### config.mk
export PLATFORM = sky130hd
export DESIGN_NAME = wave_capture
export DESIGN_NICKNAME = d
export VERILOG_FILES = /design/src/rtl/wave_capture_pkg.sv /design/src/rtl/wave_trigger.sv /design/src/rtl/wave_capture.sv
export SDC_FILE = /design/constraint.sdc
export NUM_CORES = 1
export LEC_CHECK = 0
export ABC_AREA = 0
export CAP_MARGIN = 15
export CELL_PAD_IN_SITES_DETAIL_PLACEMENT = 2
export CELL_PAD_IN_SITES_GLOBAL_PLACEMENT = 2
export CORE_UTILIZATION = 35
export CTS_CLUSTER_DIAMETER = 30
export CTS_CLUSTER_SIZE = 8
export DETAILED_ROUTE_END_ITERATION = 7
export GPL_ROUTABILITY_DRIVEN = 1
export PLACE_DENSITY = 0.93
export SKIP_CTS_REPAIR_TIMING = 1
export SYNTH_ARGS = -nofsm -noshare
export SYNTH_HDL_FRONTEND = slang
export SYNTH_SLANG_ARGS = --single-unit
### constraint.sdc
create_clock -name clk -period 4 [get_ports clk]
set_input_delay 0.6 -clock clk [delete_from_list [all_inputs] [get_ports clk]]
set_output_delay 0.6 -clock clk [all_outputs]
set_load 0.02 [all_outputs]
### src/rtl/wave_capture_pkg.sv
// Shared definitions for the wave capture controller: state encodings,
// capture geometry and the codec-to-display sample conversion.
package wave_capture_pkg;

  typedef enum logic [1:0] {
    WC_ARMED  = 2'd0,
    WC_ACTIVE = 2'd1,
    WC_WAIT   = 2'd2,
    WC_BAD    = 2'd3
  } wc_state_e;

  localparam int unsigned SAMPLE_INDEX_WIDTH  = 8;
  localparam int unsigned SAMPLES_PER_CAPTURE = 256;

  // Signed top byte to offset-binary for the display.
  function automatic logic [7:0] to_display(input logic [7:0] top_byte);
    return top_byte ^ 8'h80;
  endfunction

endpackage

### src/rtl/wave_trigger.sv
// Trigger detector: positive-going zero crossing, or a forced trigger after
// TIMEOUT strobes accepted while armed.
module wave_trigger #(
  parameter int SAMPLE_WIDTH = 16,
  parameter int TIMEOUT      = 1024
) (
  input  logic                    clk,
  input  logic                    reset,
  input  logic                    strobe,
  input  logic [SAMPLE_WIDTH-1:0] sample,
  input  logic                    armed,
  input  logic                    clear,
  output logic                    trigger
);

  localparam logic [15:0] TIMEOUT_LAST = 16'(TIMEOUT - 1);

  logic [SAMPLE_WIDTH-1:0] prev_sample_r;
  logic [15:0]             timeout_count_r;
  logic                    crossing_s;
  logic                    timeout_s;

  assign crossing_s = prev_sample_r[SAMPLE_WIDTH-1] & ~sample[SAMPLE_WIDTH-1];
  assign timeout_s  = (timeout_count_r == TIMEOUT_LAST);
  assign trigger    = strobe & armed & (crossing_s | timeout_s);

  // Previous-sample history and armed-strobe counter.
  always_ff @(posedge clk or negedge reset) begin
    if (!reset) begin
      prev_sample_r   <= '0;
      timeout_count_r <= 16'd0;
    end else begin
      if (strobe) begin
        prev_sample_r <= sample;
      end
      if (clear) begin
        timeout_count_r <= 16'd0;
      end else if (strobe && armed) begin
        timeout_count_r <= timeout_count_r + 16'd1;
      end
    end
  end

endmodule

### src/rtl/wave_capture.sv
// Double-buffered capture controller: writes 256 samples after a trigger into
// the hidden buffer, then flips the displayed buffer during blanking.
module wave_capture
  import wave_capture_pkg::*;
#(
  parameter int SAMPLE_WIDTH = 16,
  parameter int TIMEOUT      = 1024
) (
  input  logic                    clk,
  input  logic                    reset,
  input  logic                    new_sample_ready,
  input  logic [SAMPLE_WIDTH-1:0] new_sample_in,
  input  logic                    wave_display_idle,
  output logic [8:0]              write_address,
  output logic [7:0]              write_sample,
  output logic                    write_enable,
  output logic                    read_index,
  output logic [1:0]              capture_state
);

  localparam logic [7:0] LAST_INDEX = 8'(SAMPLES_PER_CAPTURE - 1);

  wc_state_e  state_r, state_s;
  logic [7:0] sample_count_r, sample_count_s;
  logic       read_index_r, read_index_s;
  logic [8:0] write_address_r, write_address_s;
  logic [7:0] write_sample_r, write_sample_s;
  logic       write_enable_r, write_enable_s;
  logic       trigger_s;
  logic       armed_s;
  logic       clear_s;
  logic [7:0] display_sample_s;

  assign armed_s          = (state_r == WC_ARMED);
  assign display_sample_s = to_display(new_sample_in[SAMPLE_WIDTH-1 -: 8]);

  wave_trigger #(
    .SAMPLE_WIDTH(SAMPLE_WIDTH),
    .TIMEOUT     (TIMEOUT)
  ) u_trigger (
    .clk    (clk),
    .reset  (reset),
    .strobe (new_sample_ready),
    .sample (new_sample_in),
    .armed  (armed_s),
    .clear  (clear_s),
    .trigger(trigger_s)
  );

  // Next-state and next-output decode.
  always_comb begin
    state_s         = state_r;
    sample_count_s  = sample_count_r;
    read_index_s    = read_index_r;
    write_address_s = write_address_r;
    write_sample_s  = write_sample_r;
    write_enable_s  = 1'b0;
    clear_s         = 1'b0;
    case (state_r)
      WC_ARMED: begin
        if (trigger_s) begin
          write_enable_s  = 1'b1;
          write_address_s = {~read_index_r, 8'd0};
          write_sample_s  = display_sample_s;
          sample_count_s  = 8'd1;
          state_s         = WC_ACTIVE;
        end else begin
          state_s = WC_ARMED;
        end
      end
      WC_ACTIVE: begin
        if (new_sample_ready) begin
          write_enable_s  = 1'b1;
          write_address_s = {~read_index_r, sample_count_r};
          write_sample_s  = display_sample_s;
          sample_count_s  = sample_count_r + 8'd1;
          state_s         = (sample_count_r == LAST_INDEX) ? WC_WAIT : WC_ACTIVE;
        end else begin
          state_s = WC_ACTIVE;
        end
      end
      WC_WAIT: begin
        if (wave_display_idle) begin
          // Keep the address MSB pointing at the new hidden buffer.
          read_index_s    = ~read_index_r;
          write_address_s = {read_index_r, write_address_r[7:0]};
          clear_s         = 1'b1;
          state_s         = WC_ARMED;
        end else begin
          state_s = WC_WAIT;
        end
      end
      default: begin
        state_s = WC_ARMED;
      end
    endcase
  end

  // State and output registers.
  always_ff @(posedge clk or negedge reset) begin
    if (!reset) begin
      state_r         <= WC_ARMED;
      sample_count_r  <= 8'd0;
      read_index_r    <= 1'b0;
      write_address_r <= 9'h100;
      write_sample_r  <= 8'd0;
      write_enable_r  <= 1'b0;
    end else begin
      state_r         <= state_s;
      sample_count_r  <= sample_count_s;
      read_index_r    <= read_index_s;
      write_address_r <= write_address_s;
      write_sample_r  <= write_sample_s;
      write_enable_r  <= write_enable_s;
    end
  end

  assign write_address = write_address_r;
  assign write_sample  = write_sample_r;
  assign write_enable  = write_enable_r;
  assign read_index    = read_index_r;
  assign capture_state = state_r;

endmodule

==> impl_metrics.csv <==
group,metric,value,unit
finish,diodes,0,
placement,dp_hpwl,4.26,mm
drt,finalWirelength,5.94,mm
floorplan,die_w,82.4,um
timing,slew_violations,0,
grt,grt_pass1_vias,2033,
setup_path,reg2reg_from,"u_trigger.timeout_count_r[12]",
hold_path,hp-class,"primary input to asynchronous set/reset pin",
clock_network,root_buffer,"clkbuf_8",
drt,num_vias,1809,
timing,fin_crit_sh,64.7,%
setup_path,critPathKind,"flop to flop",
yosys,ys_seq_area_share,50.9,%
drt,drc,0,
clock_network,cts_sinks,46,
setup_path,crit_path_start,"u_trigger.timeout_count_r[12]",
floorplan,num_io_pins,41,
clock_network,ctsLongestPathBuffers,2,
drt,drtPass1Iterations,4,
timing,fin_crit,2.59,ns
setup_path,cp-start-kind,"flop",
yosys,synth_flop_cell,"dfrtp_1",
setup_path,required,4.19,ns
pwr,powerDensity,691,mW/mm2
timing,fmax,387,MHz
timing,fin_tns_setup,0,ns
floorplan,start_util,37.3,%
flow_run,maxCapViolations,0,
drt,wire_per_inst,18.4,um
drt,ant_nets,0,
drt,via_per_inst,5.60,
floorplan,dieHeight,82.4,um
timing,hold_viol,0,
floorplan,rows,28,
finish,fillers,637,
run_status,status,"finished clean",
setup_path,r2r_end,"write_sample[1]",
yosys,syn_area,0.00226,mm2
timing,tightest_slew,0.737,ns
yosys,ys_async_sr_fraction,100,%
grt,grt_max_degree,47,
grt,globalRouteTotalUtil,20.1,%
yosys,avgSynthCellArea,10.5,um2
timing,slew_headroom,50.8,%
setup_path,worst-path-max-fanout,12,
setup_path,endpoint,"write_sample[1]",
clock_network,clk-insertion-delay-late,0.31,ns
placement,io_buffers,32,
finish,stdcell_count,323,
yosys,yosys_warnings,0,
placement,globalplace.congestion,0.700,
pwr,leakage,1.14,nW
clock_network,htree_levels,2,
timing,clock_skew,0.0166,ns
yosys,synth-edff-count,0,
finish,mostFrequentLayoutCell,"dfrtp_1",
grt,global_route.overflow_total,0,
pwr,ir_worst_vdd,0.000278,V
setup_path,r2r_slack,1.41,ns
timing,grt_setup_unrepaired,"no",
yosys,syn_inst,215,
setup_path,arrival,2.78,ns
finish,final_cell_mix,"dfrtp_1, clkdlybuf4s50_1, nor2_1",
yosys,synth-seq-cells,46,
clock_network,cts_made_buffers,5,
placement,placed_cells,315,
setup_path,rr_worst_depth,5,
floorplan,die-area,0.00679,mm2
drt,drt_iter0_drc,50,
grt,grt_pass1_wl,10.1,mm
floorplan,core,0.00606,mm2
finish,area_growth,21.1,%
grt,antenna_found_initial,0,
yosys,synth.distinct_cells,42,
setup_path,end_kind,"flop",
timing,finalSetupViolCount,0,
clock_network,cts_tree,"done",
clock_network,clkTransAtPathRegs,0.10,ns
finish,drive_gt1_share,11.7,%
finish,fin_nets,273,
yosys,syn_nets,241,
-- Yosys cell counts (5+ instances only) --
cell type  instances  share of area, %
xor2_1             6               2.3
or3_1              7               1.9
ha_1               6               3.3
inv_1              8               1.3
clkbuf_1           5              0.83
xnor2_1            6               2.3
dfrtp_1           45                50
mux2_2            10               5.0
nand3_1           12               2.7
o21ai_0           13               2.9
a22o_1             8               3.1
nor2_1            20               3.3
a21oi_1            9               2.0
nand2_1           14               2.3
-- per-layer routing --
metal	routed length [um]	track usage (%)	vias up
met2	3220	38.7	21
li1	-	-	833
met4	62	5.79	0
met3	120	3.30	8
met5	0	0	-
met1	2540	22.3	947
-- critical path: stages, from the launching register on --
cell and delay, ns:
dfrtp_1 0.43, or4_4 0.57, nor4_4 0.36, o21ai_2 0.25
nor2_2 0.49, mux2_2 0.39
-- layout make-up --
type	count	area [um2]	share of cell area, %
Sequential cell	46	1150	42.0
Multi-Input combinational cell	153	1050	38.2
Timing Repair Buffer	33	323	11.8
Tap cell	75	93.8	3.42
Clock buffer	6	82.6	3.01
Inverter	8	30.0	1.10
Clock inverter	2	12.5	0.456
-- cell families after synthesis --
family | count (synthesis) | synth area share [%]
buf+inv | 16 | 2.82
mux | 10 | 4.98
compound gates | 43 | 12.7
simple gates | 82 | 20.6
xor+xnor | 12 | 4.64
fa+ha+maj | 6 | 3.32
flops | 46 | 50.9
-- registers in the layout, indices dropped and copies added (netlist names) --
register                   flops
u_trigger.timeout_count_r     16
sample_count_r                 8
u_trigger.prev_sample_r        1
write_enable                   1
write_sample                   8
write_address                  9
capture_state                  2
read_index                     1
-- per-stage QoR --
step,util [%],setup WS (ns),area (um2),hold slack (ns),total power (W)
after global routing,45.2,1.28,2740,0.441,0.00202
final,45.2,1.41,2740,0.375,0.00189
after floorplan,-,1.86,2260,0.304,0.00125
after global placement,43.7,1.35,2650,0.482,0.00154
after detailed placement,43.7,1.30,2650,0.491,0.00161
after CTS,45.2,1.36,2740,0.404,0.00192
-- worst min path at each step --
| stage | start | endpoint | cells past startpoint |
|---|---|---|---|
| 2_1_floorplan | reset | capture_state[0] | 0 |
| 3_3_place_gp | write_address[3] | write_address[3] | 1 |
| 3_5_place_dp | write_address[0] | write_address[0] | 1 |
| 4_1_cts | reset | sample_count_r[4] | 2 |
| 5_1_grt | reset | sample_count_r[4] | 2 |
| 6_report | reset | sample_count_r[4] | 2 |
-- where the power goes --
group / internal [W] / total [W] / switching [W]
registers: 0.000622 / 0.000755 / 0.000134
clock network: 0.000139 / 0.000308 / 0.000168
logic: 0.000396 / 0.000831 / 0.000434
total: 0.00116 / 0.00189 / 0.000737
No activity file was read; power rests on OpenSTA's default activity.
